### src/rtl/mic_sample_fifo.sv
// Timestamping FWFT sample FIFO behind the microphone CIC decimator, with an
// armable threshold detector that latches the first loud sample and its time.
module mic_sample_fifo #(
    parameter int DEPTH_LOG2 = 4,
    parameter int DATA_W     = 32,
    parameter int TS_W       = 32
) (
    input  logic                  clk,
    input  logic                  rst,
    input  logic [DATA_W-1:0]     data_in,
    input  logic                  data_in_valid,
    input  logic [DATA_W-1:0]     threshold,
    input  logic                  arm,
    input  logic                  rd_en,
    output logic [DATA_W-1:0]     rd_data,
    output logic [TS_W-1:0]       rd_ts,
    output logic                  empty,
    output logic                  full,
    output logic [DEPTH_LOG2:0]   level,
    output logic                  overflow,
    input  logic                  clr_overflow,
    output logic                  event_valid,
    output logic [TS_W-1:0]       event_ts,
    output logic [DATA_W-1:0]     event_sample,
    output logic [1:0]            dbg_state
);

    localparam int DEPTH = 1 << DEPTH_LOG2;
    localparam logic [DEPTH_LOG2:0] LVL_FULL = (DEPTH_LOG2+1)'(DEPTH);
    localparam logic [DEPTH_LOG2:0] LVL_ONE  = (DEPTH_LOG2+1)'(1);

    localparam logic [1:0] S_IDLE  = 2'd0;
    localparam logic [1:0] S_ARMED = 2'd1;
    localparam logic [1:0] S_HIT   = 2'd2;

    logic [TS_W-1:0]        r_ts_cnt;
    logic [DEPTH_LOG2-1:0]  r_wr_ptr;
    logic [DEPTH_LOG2-1:0]  r_rd_ptr;
    logic [DEPTH_LOG2:0]    r_level;
    logic                   r_overflow;
    logic [DATA_W+TS_W-1:0] r_mem [DEPTH];
    logic [1:0]             r_state;
    logic                   r_event_valid;
    logic [TS_W-1:0]        r_event_ts;
    logic [DATA_W-1:0]      r_event_sample;

    logic                   w_empty;
    logic                   w_full;
    logic                   w_pop;
    logic                   w_push;
    logic                   w_drop;
    logic                   w_loud;
    logic [DATA_W+TS_W-1:0] w_head;

    assign w_empty = (r_level == '0);
    assign w_full  = (r_level == LVL_FULL);
    assign w_pop   = rd_en && !w_empty;
    // A write into a full FIFO is only accepted when the same edge frees a slot.
    assign w_push  = data_in_valid && (!w_full || w_pop);
    assign w_drop  = data_in_valid && w_full && !w_pop;
    assign w_loud  = data_in_valid && (data_in > threshold);
    assign w_head  = r_mem[r_rd_ptr];

    always_ff @(posedge clk) begin
        if (rst) begin
            r_ts_cnt   <= '0;
            r_wr_ptr   <= '0;
            r_rd_ptr   <= '0;
            r_level    <= '0;
            r_overflow <= 1'b0;
        end else begin
            r_ts_cnt <= r_ts_cnt + 1'b1;
            if (w_push) r_wr_ptr <= r_wr_ptr + 1'b1;
            if (w_pop)  r_rd_ptr <= r_rd_ptr + 1'b1;
            case ({w_push, w_pop})
                2'b10:   r_level <= r_level + LVL_ONE;
                2'b01:   r_level <= r_level - LVL_ONE;
                default: r_level <= r_level;
            endcase
            if (w_drop)            r_overflow <= 1'b1;
            else if (clr_overflow) r_overflow <= 1'b0;
        end
    end

    always_ff @(posedge clk) begin
        if (!rst && w_push) r_mem[r_wr_ptr] <= {data_in, r_ts_cnt};
    end

    always_ff @(posedge clk) begin
        if (rst) begin
            r_state        <= S_IDLE;
            r_event_valid  <= 1'b0;
            r_event_ts     <= '0;
            r_event_sample <= '0;
        end else begin
            case (r_state)
                S_IDLE, S_HIT: begin
                    if (arm) begin
                        r_state       <= S_ARMED;
                        r_event_valid <= 1'b0;
                    end
                end
                S_ARMED: begin
                    // A re-arm pulse takes priority over evaluating the sample.
                    if (!arm && w_loud) begin
                        r_state        <= S_HIT;
                        r_event_valid  <= 1'b1;
                        r_event_ts     <= r_ts_cnt;
                        r_event_sample <= data_in;
                    end
                end
                default: r_state <= S_IDLE;
            endcase
        end
    end

    assign rd_data      = w_empty ? '0 : w_head[DATA_W+TS_W-1:TS_W];
    assign rd_ts        = w_empty ? '0 : w_head[TS_W-1:0];
    assign empty        = w_empty;
    assign full         = w_full;
    assign level        = r_level;
    assign overflow     = r_overflow;
    assign event_valid  = r_event_valid;
    assign event_ts     = r_event_ts;
    assign event_sample = r_event_sample;
    assign dbg_state    = r_state;

endmodule

### config.mk
export PLATFORM = sky130hd
export DESIGN_NAME = mic_sample_fifo
export DESIGN_NICKNAME = d
export VERILOG_FILES = /design/src/rtl/mic_sample_fifo.sv
export SDC_FILE = /design/constraint.sdc
export NUM_CORES = 1
export LEC_CHECK = 0
export CORE_ASPECT_RATIO = 1.1
export CORE_MARGIN = 2
export CORE_UTILIZATION = 50
export DETAILED_ROUTE_END_ITERATION = 16
export PLACE_DENSITY = 0.68
export SYNTH_ARGS = -nofsm -noshare
export SYNTH_HDL_FRONTEND = slang
export SYNTH_SLANG_ARGS = --single-unit
### constraint.sdc
create_clock -name clk -period 5.42 [get_ports clk]
set_input_delay 1.084 -clock clk [delete_from_list [all_inputs] [get_ports clk]]
set_output_delay 1.084 -clock clk [all_outputs]
set_load 0.02 [all_outputs]
==> flow_summary.yaml, run 1 <==
worst_setup_path:
  cp-start-kind: "register"
  crit_path_end_kind: "output port"
  rr_endpoint: "level[4]$_SDFFE_PP0P_"
  critPathMaxFanout: 38
  worstSetupPathType: "reg2out"
  reg2reg_from: "level[0]$_SDFFE_PP0P_"
  cp.required_ns: 4.34
  reg2regPathDepth: 9
  worstPathArrival_ns: 3.76
  regToRegSetupSlack_ns: 2.52
global_routing:
  grt.total_usage_pct: 23.27
  antenna_found_initial: 4
  grt_pass1_vias: 22940
  grt_pass1_wl_mm: 152.8
  gr-total-overflow: 0
  grt_start_max_net_pins: 82
hold_path:
  whs_endpoint: "event_sample[14]$_SDFFE_PP0P_"
  holdPathStages: 2
  hold_path_class: "reg2reg"
  min-delay-start: "event_sample[14]$_SDFFE_PP0P_"
floorplanning:
  io_pins: 209
  die_w_um: 288.4
  num_rows: 114
  fp.dieH_um: 316.9
  start_util_pct: 50.56
  core_area_sq_um: 88010
  dieArea_sq_um: 91400
timing:
  tns_ns: 0
  period_minus_slack_ns: 4.842
  holdWs_ns: 0.4585
  slew_violations: 0
  fmax_mhz: 206.5
  slew_headroom_pct: 25.18
  hold_viol: 0
  setup_viol: 0
  period_share_pct: 89.34
  tightest_slew_ns: 1.122
  grt_setup_unrepaired: "false"
  fin_skew_ns: 0.02142
yosys:
  synth_area_leaders: "edfxtp_1 (69%), mux4_2 (16%), dfxtp_1 (5.3%)"
  synthMostInstantiatedCell: "edfxtp_1"
  synth.largest_area_cell: "edfxtp_1"
  ys_seq_elements: 1141
  yosysWarnings: 0
  netlist_instances: 2167
  yosysTopAreaCellShare_pct: 69.10
  ys_types: 54
  synth_ff_type: "edfxtp_1"
  syn-num-nets: 2279
  synth_common_cells: "edfxtp_1 (1024), mux4_2 (320), nand2_1 (148), dfxtp_1 (117), and2_1 (66)"
  async_flop_share_pct: 0
  synth-edff-count: 1024
  syn_area_per_cell_sq_um: 20.53
  yosysSeqAreaShare_pct: 74.37
  syn_area_sq_um: 44500
clock_tree:
  clock-sinks: 1141
  clockBufferDepth: 3
  cts_tree: "built"
  clk_pin_slew_worst_paths_ns: 0.06
  cts_resized: 0
  cts_hold_buf: 0
  cts_max_level: 3
  insertion_delay_ns: 0.69
  numCtsBuffers: 108
  postCtsSetupRepairBufs: 0
  cts_root_buf: "clkbuf_16"
pwr:
  p_per_area_nw_per_um2: 424.0
  p_leak_uw: 0.01634
  total_power_uw: 22090
  ir_worst_vdd_uv: 488.9
route:
  drtPass1Iterations: 5
  detail-route-antenna-nets: 0
  drc: 0
  avgRoutedWirePerCell_um: 28.32
  drt_iter0_drc: 2380
  routed_wl_mm: 105.1
  post_drt_via_cell_ratio: 6.023
  vias: 22360
run:
  max_cap_violations: 0
place:
  hpwl_mm: 58.06
  gp_congestion: 0.7858
  portBuffers: 208
cells_and_area:
  final_layout_size_suffix_gt1_share_pct: 22.86
  syn2layout_area_growth_pct: 17.08
  ff_latch_area_sq_um: 33110
  nets: 2568
  multi_input_area_sq_um: 10880
  fill_cells: 6173
status:
  status: "finished, final reports clean"
per-layer routing:
metal	global-route usage (%)	wire length, um	up-vias
li1	-	-	9368
met1	33.34	43330	11960
met2	37.81	51950	902
met3	4.017	8084	126
met4	5.593	1762	2
met5	0	13	-
power by group:
part,internal (uW),total [uW],switching (uW)
combinational,2400,4820,2420
clock,4300,7510,3210
sequential,9640,9760,124
cells in the final DEF (no fill, tap or decap), types with 4 or more instances in the layout:
cell type,count
edfxtp_1,1024
mux4_2,320
clkdlybuf4s50_1,207
nand2_1,147
dfxtp_1,113
clkbuf_16,108
and2_1,66
mux2i_1,63
buf_4,53
inv_1,49
nor2_1,47
ha_1,41
clkbuf_1,29
a21oi_1,28
buf_12,22
xor2_1,21
nand4_1,19
clkinv_1,19
clkinv_2,18
nand3_1,16
nor2_4,16
xnor2_1,12
bufinv_16,11
o21ai_0,10
nor3_1,7
or3_1,6
clkbuf_8,6
nor2b_1,5
clkinv_8,5
nand2b_1,4
dfxtp_4,4
logic make-up (layout without fill, tap and decap cells):
group,count (synthesis),count (layout),synth area share [%]
compound gates,65,65,0.9420
xor+xnor,33,33,0.6495
fa+ha+maj,42,42,1.198
buf+inv,154,537,1.451
flops,1141,1141,74.37
mux,383,383,17.61
other cells,0,2,0
simple gates,349,349,3.779
area by class of cell:
type	count	area share, %
diodes	2	0.009607
well taps	1160	2.786
multi-input cells	872	20.89
flip-flops and latches	1141	63.55
clock inverters	61	1.249
repair buffers	283	5.596
inverters	50	0.3651
clock buffers	143	5.555
state kept, by name, indices dropped and copies added (netlist names), named ones only:
signal and count:
r_mem 1024, event_sample 32, event_ts 32, r_ts_cnt 32
level 5, r_rd_ptr 4, r_wr_ptr 4, dbg_state 2
event_valid 1, overflow 1
per-stage QoR:
stage,instances,setup slack (ns),area (sq um),utilization (%)
after detailed placement,3506,0.7732,48550,55.16
after global placement,3506,0.9808,48550,55.16
after CTS,3710,0.5123,52090,59.19
after floorplan,2167,0.3963,44500,-
final,3712,0.5780,52100,59.20
after global routing,3710,0.4511,52090,59.19
worst max-delay path, cell delays in order (launching register included):
cell	delay (ns)
dfxtp_4	0.79
buf_4	0.53
mux4_2	0.40
mux4_2	0.47
and2_1	0.26
clkdlybuf4s50_1	0.59
how the worst max path moves through the flow:
stage / start / to / slack (ns) / cells past startpoint
after floorplan: rd_en / r_mem[3][0]$_DFFE_PP_ / 0.40 / 4
after global placement: data_in[27] / event_sample[30]$_SDFFE_PP0P_ / 0.98 / 9
after detailed placement: data_in[27] / event_ts[23]$_SDFFE_PP0P_ / 0.77 / 9
after CTS: register / rd_ts[20] / 0.51 / 5
after global routing: register / rd_ts[20] / 0.45 / 5
final: register / rd_ts[20] / 0.58 / 5
Power figures use the tool's default switching activity.
==> run 2: changes to the inputs <==
--- a/config.mk
+++ b/config.mk
@@ -7,9 +7,8 @@
 export LEC_CHECK = 0
 export CORE_ASPECT_RATIO = 1.1
 export CORE_MARGIN = 2
-export CORE_UTILIZATION = 50
+export CORE_UTILIZATION = 47
 export DETAILED_ROUTE_END_ITERATION = 16
-export PLACE_DENSITY = 0.68
 export SYNTH_ARGS = -nofsm -noshare
 export SYNTH_HDL_FRONTEND = slang
 export SYNTH_SLANG_ARGS = --single-unit
==> run 2 against run 1 <==
First-iteration DRC count shrank 7.3%; register-to-register slack lost 0.23 ns; highest routed layer is now met4; sequential power is essentially flat; flip-flop and latch count is the same; core utilization shrank 3.3 points; final cell count grew 2.9%; die area grew 6.3%; largest power group unchanged; clock power grew 6.7%; largest cell class unchanged; design area grew 0.83%.
==> flow_summary.yaml, run 2 (synthesized netlist as in run 1, its figures left out) <==
status:
  status: "finished, final reports clean"
worst_setup_path:
  worstPathArrival_ns: 3.67
  worstSetupPathType: "reg2out"
  slowest_stage: "nor4_2"
  cp.required_ns: 4.34
  slowest_delay_ns: 0.68
  critPathMaxFanout: 21
  crit_path_end_kind: "output port"
  path_buf_inv: 2
  path_cells: "nor4_2 > nand2_2 > buf_4 > and2_1 > clkdlybuf4s50_1"
  crit_family: "simple AND/OR/NAND/NOR gates"
  cp-start-kind: "register"
pwr:
  pwr-share-clk_pct: 35.5
  total_power_uw: 22570
  power_switching_uw: 5813
  ir_worst_vdd_uv: 272.1
  pwr-share-comb_pct: 21.4
  power.internal_uw: 16760
  p_leak_uw: 0.01648
  switching_share_pct: 25.76
  p_per_area_nw_per_um2: 429.7
  seqPwrFrac_pct: 43.2
clock_tree:
  postCtsSetupRepairBufs: 0
  cts_resized: 0
  clockBufferDepth: 3
  cts_max_level: 3
  cts_hold_buf: 0
  cts_tree: "built"
  clock-sinks: 1141
  clk_pin_slew_worst_paths_ns: 0.07
  numCtsBuffers: 113
  cts_root_buf: "clkbuf_16"
  insertion_delay_ns: 0.69
timing:
  hold_viol: 0
  slew_violations: 0
  grt_setup_unrepaired: "false"
  slew_headroom_pct: 31.13
  tns_ns: 0
  setup_viol: 0
  fin_skew_ns: 0.02357
  tightest_slew_ns: 1.033
  layout_setup_ws_ns: 0.6621
  period_minus_slack_ns: 4.758
  period_share_pct: 87.78
  fmax_mhz: 210.2
cells_and_area:
  mostFrequentLayoutCells: "edfxtp_1 (1024), mux4_2 (320), clkdlybuf4s50_1 (207), nand2_1 (147), clkbuf_16 (114)"
  final_common_cell: "edfxtp_1"
  largest_register_ffs: 1024
  syn2layout_area_growth_pct: 18.04
  regMostFlops: "r_mem"
  nets: 2570
  design_area_sq_um: 52530
  fill_cells: 7127
  stdcell_count: 3819
  final_layout_size_suffix_gt1_share_pct: 23.03
route:
  detail-route-antenna-nets: 0
  vias: 22190
  drtPass1Iterations: 5
  routed_wl_mm: 107.4
  post_drt_via_cell_ratio: 5.810
  drc: 0
  avgRoutedWirePerCell_um: 28.13
  drt_iter0_drc: 2207
floorplanning:
  fp.dieH_um: 326.7
  core_area_sq_um: 94050
  start_util_pct: 47.31
  dieArea_sq_um: 97160
  num_rows: 118
  io_pins: 209
  die_w_um: 297.4
hold_path:
  hold_path_class: "reg2reg"
place:
  dp_worst_setup_slack_ns: 0.8398
  hpwl_mm: 59.02
  gp_congestion: 0.7931
  place_inst: 3603
  portBuffers: 208
  dpl_cell_area_sq_um: 48710
global_routing:
  grt_pass1_wl_mm: 157.8
  grt.total_usage_pct: 22.29
  grt_pass1_vias: 23090
  grt_start_max_net_pins: 77
  antenna_found_initial: 0
  gr-total-overflow: 0
run:
  max_cap_violations: 0
-- run 2: cell count changes in the layout (fill, tap and decap cells not counted) --
cell / change
buf_12: +5
buf_4: -8
bufinv_16: +6
clkbuf_16: +6
clkbuf_8: -3
clkinv_1: +1
clkinv_2: +2
clkinv_8: -3
clkinvlp_4: -2
inv_6: +3
-- run 2: worst register-to-register path, cell delays in order, from the launching register on --
cell	delay, ns
dfxtp_1	0.43
nor4_2	0.14
a31oi_1	0.63
nand2_1	0.43
nor2_4	0.62
buf_4	0.51
-- run 2: stage by stage --
stage	utilization (%)	hold slack [ns]
after global placement	51.79	0.4410
after global routing	55.85	0.4722
after detailed placement	51.79	0.4488
after floorplan	-	0.4591
after CTS	55.85	0.4576
final	55.85	0.4554
-- run 2: layer usage --
metal  up-vias  track usage (%)  routed length (um)
met4         0            4.952                1775
met5         -                0                   0
met3       125            3.478                6070
met1     11920            32.24               46940
li1       9390                -                   -
met2       758            36.19               52640
-- run 2: final timing paths --
kind                                               startpoint                             to  slack, ns  depth (start not counted)
worst max register to register          level[1]$_SDFFE_PP0P_        r_mem[12][40]$_DFFE_PP_       2.29                          5
worst min-delay path            event_sample[12]$_SDFFE_PP0P_  event_sample[12]$_SDFFE_PP0P_       0.46                          2
worst min register to register  event_sample[12]$_SDFFE_PP0P_  event_sample[12]$_SDFFE_PP0P_       0.46                          2
worst max-delay path                    level[0]$_SDFFE_PP0P_                    rd_data[16]       0.66                          5
-- run 2: area by class of cell --
cell class	instances	area [sq um]	area share, %
clock inverters	68	807.0	1.536
clock buffers	146	3003	5.717
flip-flops and latches	1141	33110	63.03
repair buffers	280	2955	5.626
inverters	50	190.2	0.3621
diodes	2	5.005	0.009528
well taps	1260	1577	3.001
multi-input cells	872	10880	20.72
-- run 2: power by group through the flow --
| stage | registers [uW] | clock network (uW) | logic (uW) |
|---|---|---|---|
| 2_1_floorplan | 9900 | 0 | 3060 |
| 3_3_place_gp | 9920 | 0 | 4910 |
| 3_5_place_dp | 9930 | 0 | 4940 |
| 4_1_cts | 9740 | 8150 | 4950 |
| 5_1_grt | 9750 | 8510 | 5160 |
| 6_report | 9740 | 8010 | 4820 |
==> variant: new RTL, config.mk and constraints of run 1 <==
`DEPTH_LOG2`: 4 -> 3.
--- a/src/rtl/mic_sample_fifo.sv
+++ b/src/rtl/mic_sample_fifo.sv
@@ -2,5 +2,5 @@
 // armable threshold detector that latches the first loud sample and its time.
 module mic_sample_fifo #(
-    parameter int DEPTH_LOG2 = 4,
+    parameter int DEPTH_LOG2 = 3,
     parameter int DATA_W     = 32,
     parameter int TS_W       = 32
Ports: changed (resized level); port bits go from 209 to 208. No check against the original RTL was run, so the function may have changed too.
==> variant against run 1 <==
  * Global-route usage decreased by 1.0 points
  * Final area down 42%
  * Critical path depth is the same
  * Synthesized area is 44% lower
  * Worst setup slack improved by 0.43 ns
  * Sequential cell count is 516 lower
  * Count of clock-buffer cells in the layout down 59
  * Power is 45% lower
  * Clock power fell by 44%
  * Routed wire length down 45%
  * Register-to-register slack worse by 0.38 ns
  * Critical path type unchanged
  * Critical endpoint is now rd_data[2]
  * Largest power group unchanged
==> variant: results (changes against run 1) <==
| Metric | Value |
|---|---|
| Worst IR Drop VDD | 0.231 mV (-53%) |
| Avg Cell Area, Syn | 17.0 µm² (-17%) |
| Fin nets | 1,796 (-30%) |
| Reg with most FFs | r_mem |
| PortBufs | 207 (-0.48%) |
| DP Area | 28,000 µm² (-42%) |
| Post-synth top cells | edfxtp_1 (512), mux4_2 (128), dfxtp_1 (113) |
| Synth area leaders | edfxtp_1 (61%), mux4_2 (12%), dfxtp_1 (9.0%) |
| CP max stage delay | ~0.80 ns |
| Worst-case reg-to-reg path depth | 10 (+1) |
| Async set or reset register ratio after synthesis | 0% (unchanged) |
| H-tree depth | 2 (-1) |
| Placer Congestion | 0.794 (+1.1%) |
| CTS clk-pin slew, worst paths | 0.06 ns (about the same) |
| Post-Syn Nets | 1,580 (-31%) |
| Routed WL | 57.3 mm (-45%) |
| Initial drt markers | 1,144 (-52%) |
| R2r endpoint | level[3]$_SDFFE_PP0P_ |
| Post-synth EDFFs | 512 (-50%) |
| Clock Skews | 0.0243 ns (+0.00290 ns) |
| Crit Path Max Fanout | 46 (+21%) |
| Vias per cell | 5.84 (-3.0%) |
| CP delay by family, top | buffers and inverters |
| Count of cell types in the netlist | 50 (-7.4%) |
| Slowest CP cell | dfxtp_4 |
| Total global-route track usage | 22.3% (-1.0 points) |
| Largest net degree at the start of global routing | 105 (+28%) |
| Initial antenna violation count | 0 (-4) |
| Diode count | 0 (-2) |
| Routed len/inst | 23.9 µm (-16%) |
| Global-route wire length before repair | 85.6 mm (-44%) |
| Max FFs per register | 512 (-50%) |
| Post-cts repair resize count | 0 (unchanged) |
| Startpoint of the worst hold path | event_valid$_SDFFE_PP0P_ |
| CTS buffer count | 60 (-44%) |
| Sequential share of the synthesized area | 70.4% (-3.9 points) |
| R2r startpoint | level[1]$_SDFFE_PP0P_ |
| Leakage | 9.53 nW (-42%) |
| Slew at the pin closest to its max-slew limit | 0.918 ns (-0.205 ns) |
| End point of the critical path | rd_data[2] |
| Detailed placement HPWL | 32.7 mm (-44%) |
| Placed cells | 2,286 (-35%) |
| Layout cells sized above 1 | 15.2% (-7.6 points) |
| Flop2flop setup slack | 2.14 ns (-0.38 ns) |
| Worst skew pair latency | 0.62 ns (-0.07 ns) |
| Status | finished clean |
| Vias in the first global route | 13,900 (-39%) |
| Worst hold path type | flip-flop to flip-flop |
variant: cell count changes in the layout (fill, tap and decap cells not counted), sizes merged, moves of 8 or more:
cell    change
xor2       -11
and2       -64
clkbuf     -59
nor2       +46
nand4      -12
inv         -8
edfxtp    -512
nand4b     +64
o21ai      +62
mux4      -192
buf        -42
clkinv     -22
nand2     -121
nand2b     +59
variant: tightest hold or removal path: cells and delay by family, from the launching register on:
family	cells	cell delay [ns]
simple gates	1	0.06
flops	1	0.32
compound gates	1	0.06
variant: how the worst min path moves through the flow:
stage | end | slack, ns | cells after the start
3_5_place_dp | event_valid$_SDFFE_PP0P_ | 0.46 | 2
4_1_cts | event_valid$_SDFFE_PP0P_ | 0.47 | 2
5_1_grt | event_valid$_SDFFE_PP0P_ | 0.50 | 2
6_report | event_valid$_SDFFE_PP0P_ | 0.48 | 2
3_3_place_gp | event_valid$_SDFFE_PP0P_ | 0.44 | 2
2_1_floorplan | flip-flop | 0.49 | 2
variant: cell families after synthesis:
family                   count (synthesis)  share of synthesized area, %
adder cells (fa/ha/maj)                 38                          1.93
buffers and inverters                  130                          2.12
AND/OR/NAND/NOR                        334                          7.68
multiplexers                           193                          14.1
flip-flops                             625                          70.4
AO/OA/AOI/OAI                          123                          2.70
XOR/XNOR                                29                          1.01
variant: report_power, final:
group | switching (mW) | internal (mW) | leakage [nW]
logic | 1.47 | 1.21 | 2.93
clock network | 1.73 | 2.46 | 0.976
registers | 0.111 | 5.27 | 5.62
variant: per-stage QoR:
stage	worst slack (ns)	setup TNS [ns]	power (mW)
floorplan	-0.336	-43.04	6.97
global placement	1.14	0	8.18
detailed placement	1.09	0	8.20
CTS	0.899	0	12.4
global route	0.793	0	12.7
finish	1.01	0	12.3
variant: layout make-up:
type	instances	area, µm²
clock buffer	84	1660
clock inverter	30	320
fill	3692	19800
inverter	44	165
multi-input combinational	717	6980
sequential	625	17600
tap	660	826
timing repair buffer	240	2430
variant: per-layer routing:
layer	wire length, µm	GRT usage, %
met5	0	0
met3	3570	3.41
met2	27700	36.2
met1	25100	31.7
met4	962	5.79
